File: src/rtl/uart_tx_arbiter_if.sv
// uart_tx_arbiter_if: signal bundle between requesters, uart_tx and uart_tx_arbiter
//   req/req_data/req_ack          : requester handshake (N_REQ lanes)
//   tx_start/tx_data/tx_busy/tx_done : uart_tx handshake
//   grant_id/active/timeout_err   : arbiter status
//   slave  : arbiter view, master : client/uart view
interface uart_tx_arbiter_if #(
  parameter int N_REQ  = 4,
  parameter int DATA_W = 8
);
  localparam int ID_W = $clog2(N_REQ);
  logic [N_REQ-1:0]        req;
  logic [N_REQ*DATA_W-1:0] req_data;
  logic [N_REQ-1:0]        req_ack;
  logic                    tx_start;
  logic [DATA_W-1:0]       tx_data;
  logic                    tx_busy;
  logic                    tx_done;
  logic [ID_W-1:0]         grant_id;
  logic                    active;
  logic                    timeout_err;
  modport master (
    output req, req_data, tx_busy, tx_done,
    input  req_ack, tx_start, tx_data, grant_id, active, timeout_err
  );
  modport slave (
    input  req, req_data, tx_busy, tx_done,
    output req_ack, tx_start, tx_data, grant_id, active, timeout_err
  );
endinterface

File: src/rtl/uart_tx_arbiter.sv
// uart_tx_arbiter: round-robin sharing of one uart_tx among N_REQ byte requesters
//   clk   : system clock
//   rst_n : asynchronous active-low reset
//   bus   : requester side (req, req_data, req_ack), uart_tx side
//           (tx_start, tx_data, tx_busy, tx_done) and status
//           (grant_id, active, timeout_err); all outputs registered
module uart_tx_arbiter #(
  parameter int N_REQ       = 4,
  parameter int DATA_W      = 8,
  parameter int TIMEOUT_CYC = 200000
) (
  input logic              clk,
  input logic              rst_n,
  uart_tx_arbiter_if.slave bus
);
  localparam int ID_W = $clog2(N_REQ);
  localparam int WD_W = TIMEOUT_CYC > 1 ? $clog2(TIMEOUT_CYC + 1) : 1;
  typedef enum logic [1:0] {IDLE, START, WAIT, DONE} state_t;
  state_t            state_q, state_d;
  logic [ID_W-1:0]   rr_q, rr_d, grant_q, grant_d, sel, cand;
  logic [DATA_W-1:0] data_q, data_d;
  logic [N_REQ-1:0]  ack_q, ack_d;
  logic [WD_W-1:0]   wd_q, wd_d;
  logic              start_q, start_d, active_q, active_d, terr_q, terr_d, expire;
  // Scan downwards so the lowest offset from rr_q (first in round-robin order) wins.
  always_comb begin
    sel = '0;
    cand = '0;
    for (int i = N_REQ; i >= 1; i--) begin
      cand = ID_W'((int'(rr_q) + i) % N_REQ);
      if (bus.req[cand]) sel = cand;
    end
  end
  // wd_q counts START/WAIT cycles from 0; abort on the edge where it would reach TIMEOUT_CYC-1.
  assign expire = TIMEOUT_CYC != 0 && 32'(wd_q) + 32'd1 >= 32'(TIMEOUT_CYC) - 32'd1;
  always_comb begin
    state_d = state_q;
    rr_d = rr_q;
    grant_d = grant_q;
    data_d = data_q;
    start_d = start_q;
    active_d = active_q;
    wd_d = wd_q;
    ack_d = '0;
    terr_d = 1'b0;
    case (state_q)
      IDLE: if (|bus.req) begin
        state_d = START;
        grant_d = sel;
        data_d = bus.req_data[sel*DATA_W +: DATA_W];
        start_d = 1'b1;
        active_d = 1'b1;
        wd_d = '0;
      end
      START, WAIT: begin
        wd_d = &wd_q ? wd_q : wd_q + 1'b1;
        // tx_done beats a simultaneous watchdog expiry
        if (bus.tx_done) begin
          state_d = DONE;
          start_d = 1'b0;
          ack_d = N_REQ'(1) << grant_q;
          rr_d = grant_q;
        end else if (expire) begin
          state_d = IDLE;
          start_d = 1'b0;
          active_d = 1'b0;
          terr_d = 1'b1;
          rr_d = grant_q;
        end else if (state_q == START && bus.tx_busy) begin
          state_d = WAIT;
          start_d = 1'b0;
        end
      end
      DONE: begin
        state_d = IDLE;
        active_d = 1'b0;
      end
      default: state_d = IDLE;
    endcase
  end
  always_ff @(posedge clk or negedge rst_n) begin
    if (!rst_n) begin
      state_q <= IDLE;
      rr_q <= ID_W'(N_REQ - 1);
      grant_q <= '0;
      data_q <= '0;
      start_q <= 1'b0;
      active_q <= 1'b0;
      wd_q <= '0;
      ack_q <= '0;
      terr_q <= 1'b0;
    end else begin
      state_q <= state_d;
      rr_q <= rr_d;
      grant_q <= grant_d;
      data_q <= data_d;
      start_q <= start_d;
      active_q <= active_d;
      wd_q <= wd_d;
      ack_q <= ack_d;
      terr_q <= terr_d;
    end
  end
  assign bus.tx_start = start_q;
  assign bus.tx_data = data_q;
  assign bus.grant_id = grant_q;
  assign bus.active = active_q;
  assign bus.req_ack = ack_q;
  assign bus.timeout_err = terr_q;
endmodule
File: src/flat_wrapper.sv
// flat-port wrapper written by rule: the top's interface ports become plain ports
module uart_tx_arbiter_flat 
#(
  parameter int N_REQ       = 4,
  parameter int DATA_W      = 8,
  parameter int TIMEOUT_CYC = 200000
)
  (clk, rst_n, bus_req, bus_req_data, bus_tx_busy, bus_tx_done, bus_req_ack, bus_tx_start, bus_tx_data, bus_grant_id, bus_active, bus_timeout_err);
  uart_tx_arbiter_if #(.N_REQ(N_REQ), .DATA_W(DATA_W)) bus_i ();
  input logic clk;
  input logic rst_n;
  input wire logic [$bits(bus_i.req)-1:0] bus_req;
  input wire logic [$bits(bus_i.req_data)-1:0] bus_req_data;
  input wire logic [$bits(bus_i.tx_busy)-1:0] bus_tx_busy;
  input wire logic [$bits(bus_i.tx_done)-1:0] bus_tx_done;
  output wire logic [$bits(bus_i.req_ack)-1:0] bus_req_ack;
  output wire logic [$bits(bus_i.tx_start)-1:0] bus_tx_start;
  output wire logic [$bits(bus_i.tx_data)-1:0] bus_tx_data;
  output wire logic [$bits(bus_i.grant_id)-1:0] bus_grant_id;
  output wire logic [$bits(bus_i.active)-1:0] bus_active;
  output wire logic [$bits(bus_i.timeout_err)-1:0] bus_timeout_err;
  assign bus_i.req = bus_req;
  assign bus_i.req_data = bus_req_data;
  assign bus_i.tx_busy = bus_tx_busy;
  assign bus_i.tx_done = bus_tx_done;
  assign bus_req_ack = bus_i.req_ack;
  assign bus_tx_start = bus_i.tx_start;
  assign bus_tx_data = bus_i.tx_data;
  assign bus_grant_id = bus_i.grant_id;
  assign bus_active = bus_i.active;
  assign bus_timeout_err = bus_i.timeout_err;
  uart_tx_arbiter #(.N_REQ(N_REQ), .DATA_W(DATA_W), .TIMEOUT_CYC(TIMEOUT_CYC)) u_core (.clk(clk), .rst_n(rst_n), .bus(bus_i));
endmodule
File: config.mk
export PLATFORM = sky130hd
export DESIGN_NAME = uart_tx_arbiter_flat
export DESIGN_NICKNAME = d
export VERILOG_FILES = /design/src/rtl/uart_tx_arbiter_if.sv /design/src/rtl/uart_tx_arbiter.sv /design/src/flat_wrapper.sv
export SDC_FILE = /design/constraint.sdc
export NUM_CORES = 1
export LEC_CHECK = 0
export ABC_AREA = 0
export CORE_ASPECT_RATIO = 0.8
export CORE_MARGIN = 2
export CORE_UTILIZATION = 25
export CTS_CLUSTER_SIZE = 20
export DETAILED_ROUTE_END_ITERATION = 8
export HOLD_SLACK_MARGIN = 0.02
export SLEW_MARGIN = 30
export SYNTH_ARGS = -nofsm -noshare
export SYNTH_HDL_FRONTEND = slang
export SYNTH_SLANG_ARGS = --single-unit
File: constraint.sdc
create_clock -name clk -period 4.7 [get_ports clk]
set_input_delay 0.47 -clock clk [delete_from_list [all_inputs] [get_ports clk]]
set_output_delay 0.47 -clock clk [all_outputs]
set_load 0.005 [all_outputs]
=== Yosys cells after proc, flatten, opt, wreduce, memory -nomap -nowiden ===
Index checks and enable logic that the tools add are counted.

* Shift operators: 2
* Reduce and logical (&&, ||, !) cells: 13
* Order comparisons: 5
* Eq/ne operators: 8
* Mux-type cells: 35
* $add $sub $neg: 6

{| class="wikitable"
|+ Operators by type and width
! operator !! count
|-
| 18-bit two-way mux || 2
|-
| 18-bit one-hot mux with 2 select lines || 1
|-
| 32-bit by 18-bit greater-or-equal comparator with 1-bit output (second input constant) || 1
|-
| 32-bit by 6-bit indexed part select with 8-bit output || 1
|-
| 2-bit two-way mux || 10
|-
| 18-bit by 1-bit adder with 19-bit output (second input constant) || 1
|-
| 18-bit by 1-bit adder with 18-bit output (second input constant) || 1
|-
| 18-bit AND reduction || 1
|-
| 1-bit two-way mux || 13
|-
| 2-bit by 3-bit < comparator with 1-bit output (second input constant) || 4
|-
| 3-bit AND reduction || 3
|-
| 1-bit binary-select mux with 2-bit select || 4
|-
| 4-bit two-way mux || 2
|-
| 2-bit one-hot mux with 3 select lines || 1
|-
| 2-bit AND reduction || 3
|-
| 2-bit by 1-bit adder with 2-bit output (second input constant) || 2
|-
| 2-bit adder (second input constant) || 2
|-
| 2-bit equality test (second input constant) || 2
|-
| 2-bit by 1-bit inequality test with 1-bit output (second input constant) || 2
|-
| 2-bit inequality test (second input constant) || 2
|-
| 4-bit by 2-bit inequality test with 1-bit output (second input constant) || 1
|-
| 2-bit nonzero test || 2
|-
| 4-bit OR reduction || 1
|-
| 1-bit by 2-bit << shifter with 4-bit output (first input constant) || 1
|-
| 6 further kinds || 6
|}

* Input port bits: 40
* Bits in registers: 39
* Output and inout port bits: 17
* Logic and storage cells: 78

=== Depth between registers and ports, before layout ===
* Depth after elaboration: 8
* Mapped depth: 11
* Depth with buffers taken out: 9

=== Worst setup path after synthesis ===
Ideal clock, no wire load.

* Kind: reg-to-reg
* From: register u_core.wd_q[1]
* To: register u_core.rr_q[1]
* Data arrival time: 2.403 ns
* Path slack: 2.213 ns
* Library setup time: 0.085 ns
* Clock period less this slack: 2.487 ns
* Stages on the path, launching flop included: 11
* Required time: 4.615 ns
* Buffers on the path: 1
* Path through: dfrtp_1 > ha_1 > nand3_2 > buf_2 > a211oi_1 > a2bb2oi_1 > o22ai_1 > a21oi_2 > a21oi_2 > o41ai_2 > mux2_1

* Word-level cells in the longest chain between the ends: 4

{| class="wikitable"
|+ Ends and longest elaborated chain
! element !! RTL line !! text
|-
| from (decl) || uart_tx_arbiter.sv:23 || <nowiki>logic [WD_W-1:0] wd_q, wd_d;</nowiki>
|-
| from (signal assigned) || uart_tx_arbiter.sv:99 || <nowiki>wd_q <= wd_d;</nowiki>
|-
| 18-bit by 1-bit adder with 19-bit output || uart_tx_arbiter.sv:35 || <nowiki>assign expire = TIMEOUT_CYC != 0 && 32'(wd_q) + 32'd1 >= 32'(TIMEOUT_CYC) - 32'd1;</nowiki>
|-
| 32-bit by 18-bit greater-or-equal comparator with 1-bit output || uart_tx_arbiter.sv:35 ||
|-
| 2-bit nonzero test (no line) || n/a ||
|-
| 2-bit AND reduction (no line) || n/a ||
|-
| to (signal assigned) || uart_tx_arbiter.sv:84 || <nowiki>rr_q <= ID_W'(N_REQ - 1);</nowiki>
|-
| to (signal assigned) || uart_tx_arbiter.sv:94 || <nowiki>rr_q <= rr_d;</nowiki>
|-
| to (decl) || uart_tx_arbiter.sv:20 || <nowiki>logic [ID_W-1:0] rr_q, rr_d, grant_q, grant_d, sel, cand;</nowiki>
|}

Every way passes these cells.
A chain may end at the register's enable or synchronous reset.

=== Worst setup path after layout ===
* From: register u_core.wd_q[1]
* To: register u_core.wd_q[3]

* Word-level cells in the longest chain between the ends: 3
* Elaborated cells between the ends (all ways): 6
* Classes of those cells: 1 x add/sub; 1 x eq/ne; 2 x mux; 2 x reduce/logical

{| class="wikitable"
|+ Ends and longest elaborated chain
! element !! RTL line !! text
|-
| 18-bit by 1-bit adder with 18-bit output or 18-bit AND reduction (tied branches) || uart_tx_arbiter.sv:56 || <nowiki>wd_d = &wd_q ? wd_q : wd_q + 1'b1;</nowiki>
|-
| 18-bit two-way mux or 2-bit inequality test (tied branches) || n/a ||
|-
| 18-bit one-hot mux with 2 select lines or 3-bit AND reduction (tied branches) || n/a ||
|}

Parallel ways exist; a longest one is shown, timed or not. The select of a mux whose other input is x is not followed.

==> metrics <==
Pwr Total=1.64 mW; Mean Syn Cell Area=8.78 sq um; RR Startpoint=u_core.wd_q[1]; worst slew pin tran=0.760 ns; WS Path Type=register to register; setup TNS=0 ns; unrepaired setup endpoints after global routing=no; most frequent cells in the layout=clkdlybuf4s50_1 (55), nand2_1 (44), dfrtp_1 (37), o21ai_0 (28); fmax=296 MHz; Place WS=1.39 ns; CP Capture Type=register; post-route ant nets=0; clock buffer count from CTS=5; Gates resized, CTS repair=0; Seq/Total Area, Yosys=37.0%; Routed WL=6440 microns; total core area=0.0103 sq mm; Async SR Flop Fraction=100%; Slew HR=49.3%; Arr. time, crit path=3.54 ns; number of synthesized flops with an enable pin=0; via count=2340; status=finished, final reports clean; setup violators final=0; sequential fraction of design power=31.5%; diodes inserted=0; Pwr Density=475 mW/mm^2; max layer used=met4; synth warn=0; global-route wire length before repair=10200 microns; dpl cells=477; data required time at the worst endpoint=4.87 ns; number of remaining DRC errors=0; placer congestion estimate=0.826; Hold Buf Count CTS=0; Die W=119 microns; Pre-antenna DRT Iters=4; Setup WS post-layout=1.32 ns; vias per cell=4.82; initial core utilization=25.7%; synthesized area=0.00264 sq mm; grt ovf=0; CTS Buffer Depth=2; GRT Total Usage=10.8%; Sink Count=39; Port Buffers=56; #FFs+latches synth=39; Pins Over Slew Limit=0; Root Buffer=clkbuf_16; leak pwr=1.41 nW; # IOs=57; Startpoint Class=register; synth unique cells=55; area added between synthesis and finish=30.8%; Worst R2R End=u_core.wd_q[3]; H-tree lvl count=2; Clock Power Share=20.5%; Combinational Power Share=48.0%; metal2 WL=2810 microns; die area=0.0114 sq mm; post-CTS setup buffer count=0; Synthesized Nets=347; nets=390; row cnt=33; Die Y=96.0 microns; max-cap violations=0; Finished Layout Cells=485; switching pwr=0.656 mW; Post-Syn Instances=301; reg2reg path depth=10; Crit Path Max Fanout=23; commonest non-fill, non-tap cell in the layout=clkdlybuf4s50_1; WL per Instance=13.3 microns; share of layout cells above drive strength 1=11.6%; Worst Skew=0.00376 ns; final worst path period share=71.9%; hpwl dp=4770 microns; largest net degree at the start of global routing=40; Internal=0.984 mW; Clock Pin Slew Worst Setup and Hold Paths=0.06 ns; Sw Ratio=40.0%; Core Util, Final=33.6%; main flop type after synthesis=dfrtp_1; M1 wire length=3370 microns; DR iter-0 viols=124; final hold violations=0; R2R Setup Slk=1.32 ns; vias in the first global route=2070; met3 wire length=208 microns; clk_lat worst skew=0.28 ns; initial antenna violation count=0; clock period minus final worst setup slack=3.38 ns; CTS tree=done; Tightest Hold Check Type=input pin to asynchronous set/reset pin; IR Drop Worst-Case VDD=0.239 mV
registers in the layout (all words and copies together), names as in the netlist:
register and cells:
u_core.bus.active 1, u_core.bus.grant_id 2, u_core.bus.req_ack 4, u_core.bus.timeout_err 1, u_core.bus.tx_data 8, u_core.bus.tx_start 1, u_core.rr_q 2, u_core.state_q 2
u_core.wd_q 18
metal layers:
layer,vias to the layer above,global-route usage [%]
li1,1181,-
met1,1106,16.4
met2,48,16.3
met3,5,1.13
met4,0,2.38
met5,-,0
power by group through the flow:
stage | Clock, mW | Sequential, mW | Combinational (mW)
global placement | 0 | 0.516 | 0.772
detailed placement | 0 | 0.523 | 0.782
floorplan | 0 | 0.510 | 0.514
global route | 0.359 | 0.535 | 0.874
CTS | 0.344 | 0.518 | 0.788
finish | 0.336 | 0.517 | 0.787
cell usage after synthesis, types with 2 or more instances:
cell type / n / area, sq um
o21bai_1: 2 / 15.0
a21o_1: 7 / 52.6
a22o_1: 15 / 131
nand2b_1: 5 / 31.3
o21ai_0: 28 / 140
and2_1: 2 / 12.5
o22ai_1: 3 / 18.8
nand3_2: 2 / 20.0
buf_2: 8 / 40.0
nor2_1: 15 / 56.3
or3_1: 7 / 43.8
or2_2: 2 / 12.5
ha_1: 6 / 75.1
inv_1: 7 / 26.3
buf_1: 3 / 11.3
dfstp_2: 2 / 52.6
o31ai_1: 4 / 30.0
nor3_1: 14 / 70.1
nand3_1: 8 / 40.0
a31oi_1: 2 / 12.5
nand4_1: 3 / 18.8
mux2i_1: 11 / 110
dfrtp_1: 37 / 926
a21oi_1: 9 / 45.0
clkbuf_1: 9 / 33.8
a21oi_2: 2 / 17.5
nor4_1: 4 / 25.0
or3b_2: 2 / 17.5
and3_1: 3 / 18.8
nand2_1: 44 / 165
mux2_2: 11 / 124
logic make-up after synthesis:
kind of cell	count (synthesis)	share of synthesized area [%]
and+or+nand+nor	121	24.4
muxes	23	9.28
buffers and inverters	28	4.50
DFF	39	37.0
AOI/OAI and AO/OA	83	21.6
xor gates and xnor gates	1	0.331
adders and majority gates	6	2.84
critical path, cell delays in order, from the launching register on:
cell	delay (ns)
dfrtp_1	0.48
ha_1	0.33
nand3_2	0.24
nor2_1	0.27
nand4_1	0.19
nor2_1	0.33
a41o_1	0.73
buf_4	0.31
nor3_1	0.06
a21o_1	0.16
a22o_1	0.17
metrics by stage:
step / instance area, sq um / hold slack [ns]
final: 3460 / 0.153
after global routing: 3460 / 0.193
after CTS: 3450 / 0.362
after floorplan: 2640 / 0.174
after global placement: 3290 / 0.463
after detailed placement: 3310 / 0.470
area by class of cell:
type	instances	area, sq um
timing repair buffer	57	566
clock inverter	3	20.0
fill	1034	6830
inverter	7	26.3
sequential	39	978
clock buffer	5	125
tap	140	175
multi-input combinational	234	1570
worst max path at each step:
stage                           endpoint  slack [ns]      startpoint
after CTS                 u_core.wd_q[3]        1.36  u_core.wd_q[1]
final                     u_core.wd_q[3]        1.32  u_core.wd_q[1]
after detailed placement  u_core.wd_q[3]        1.39  u_core.wd_q[1]
after global routing      u_core.wd_q[3]        1.11  u_core.wd_q[1]
after floorplan           u_core.rr_q[1]        2.21  u_core.wd_q[1]
after global placement    u_core.wd_q[3]        1.51  u_core.wd_q[1]
Power figures use the tool's default switching activity.
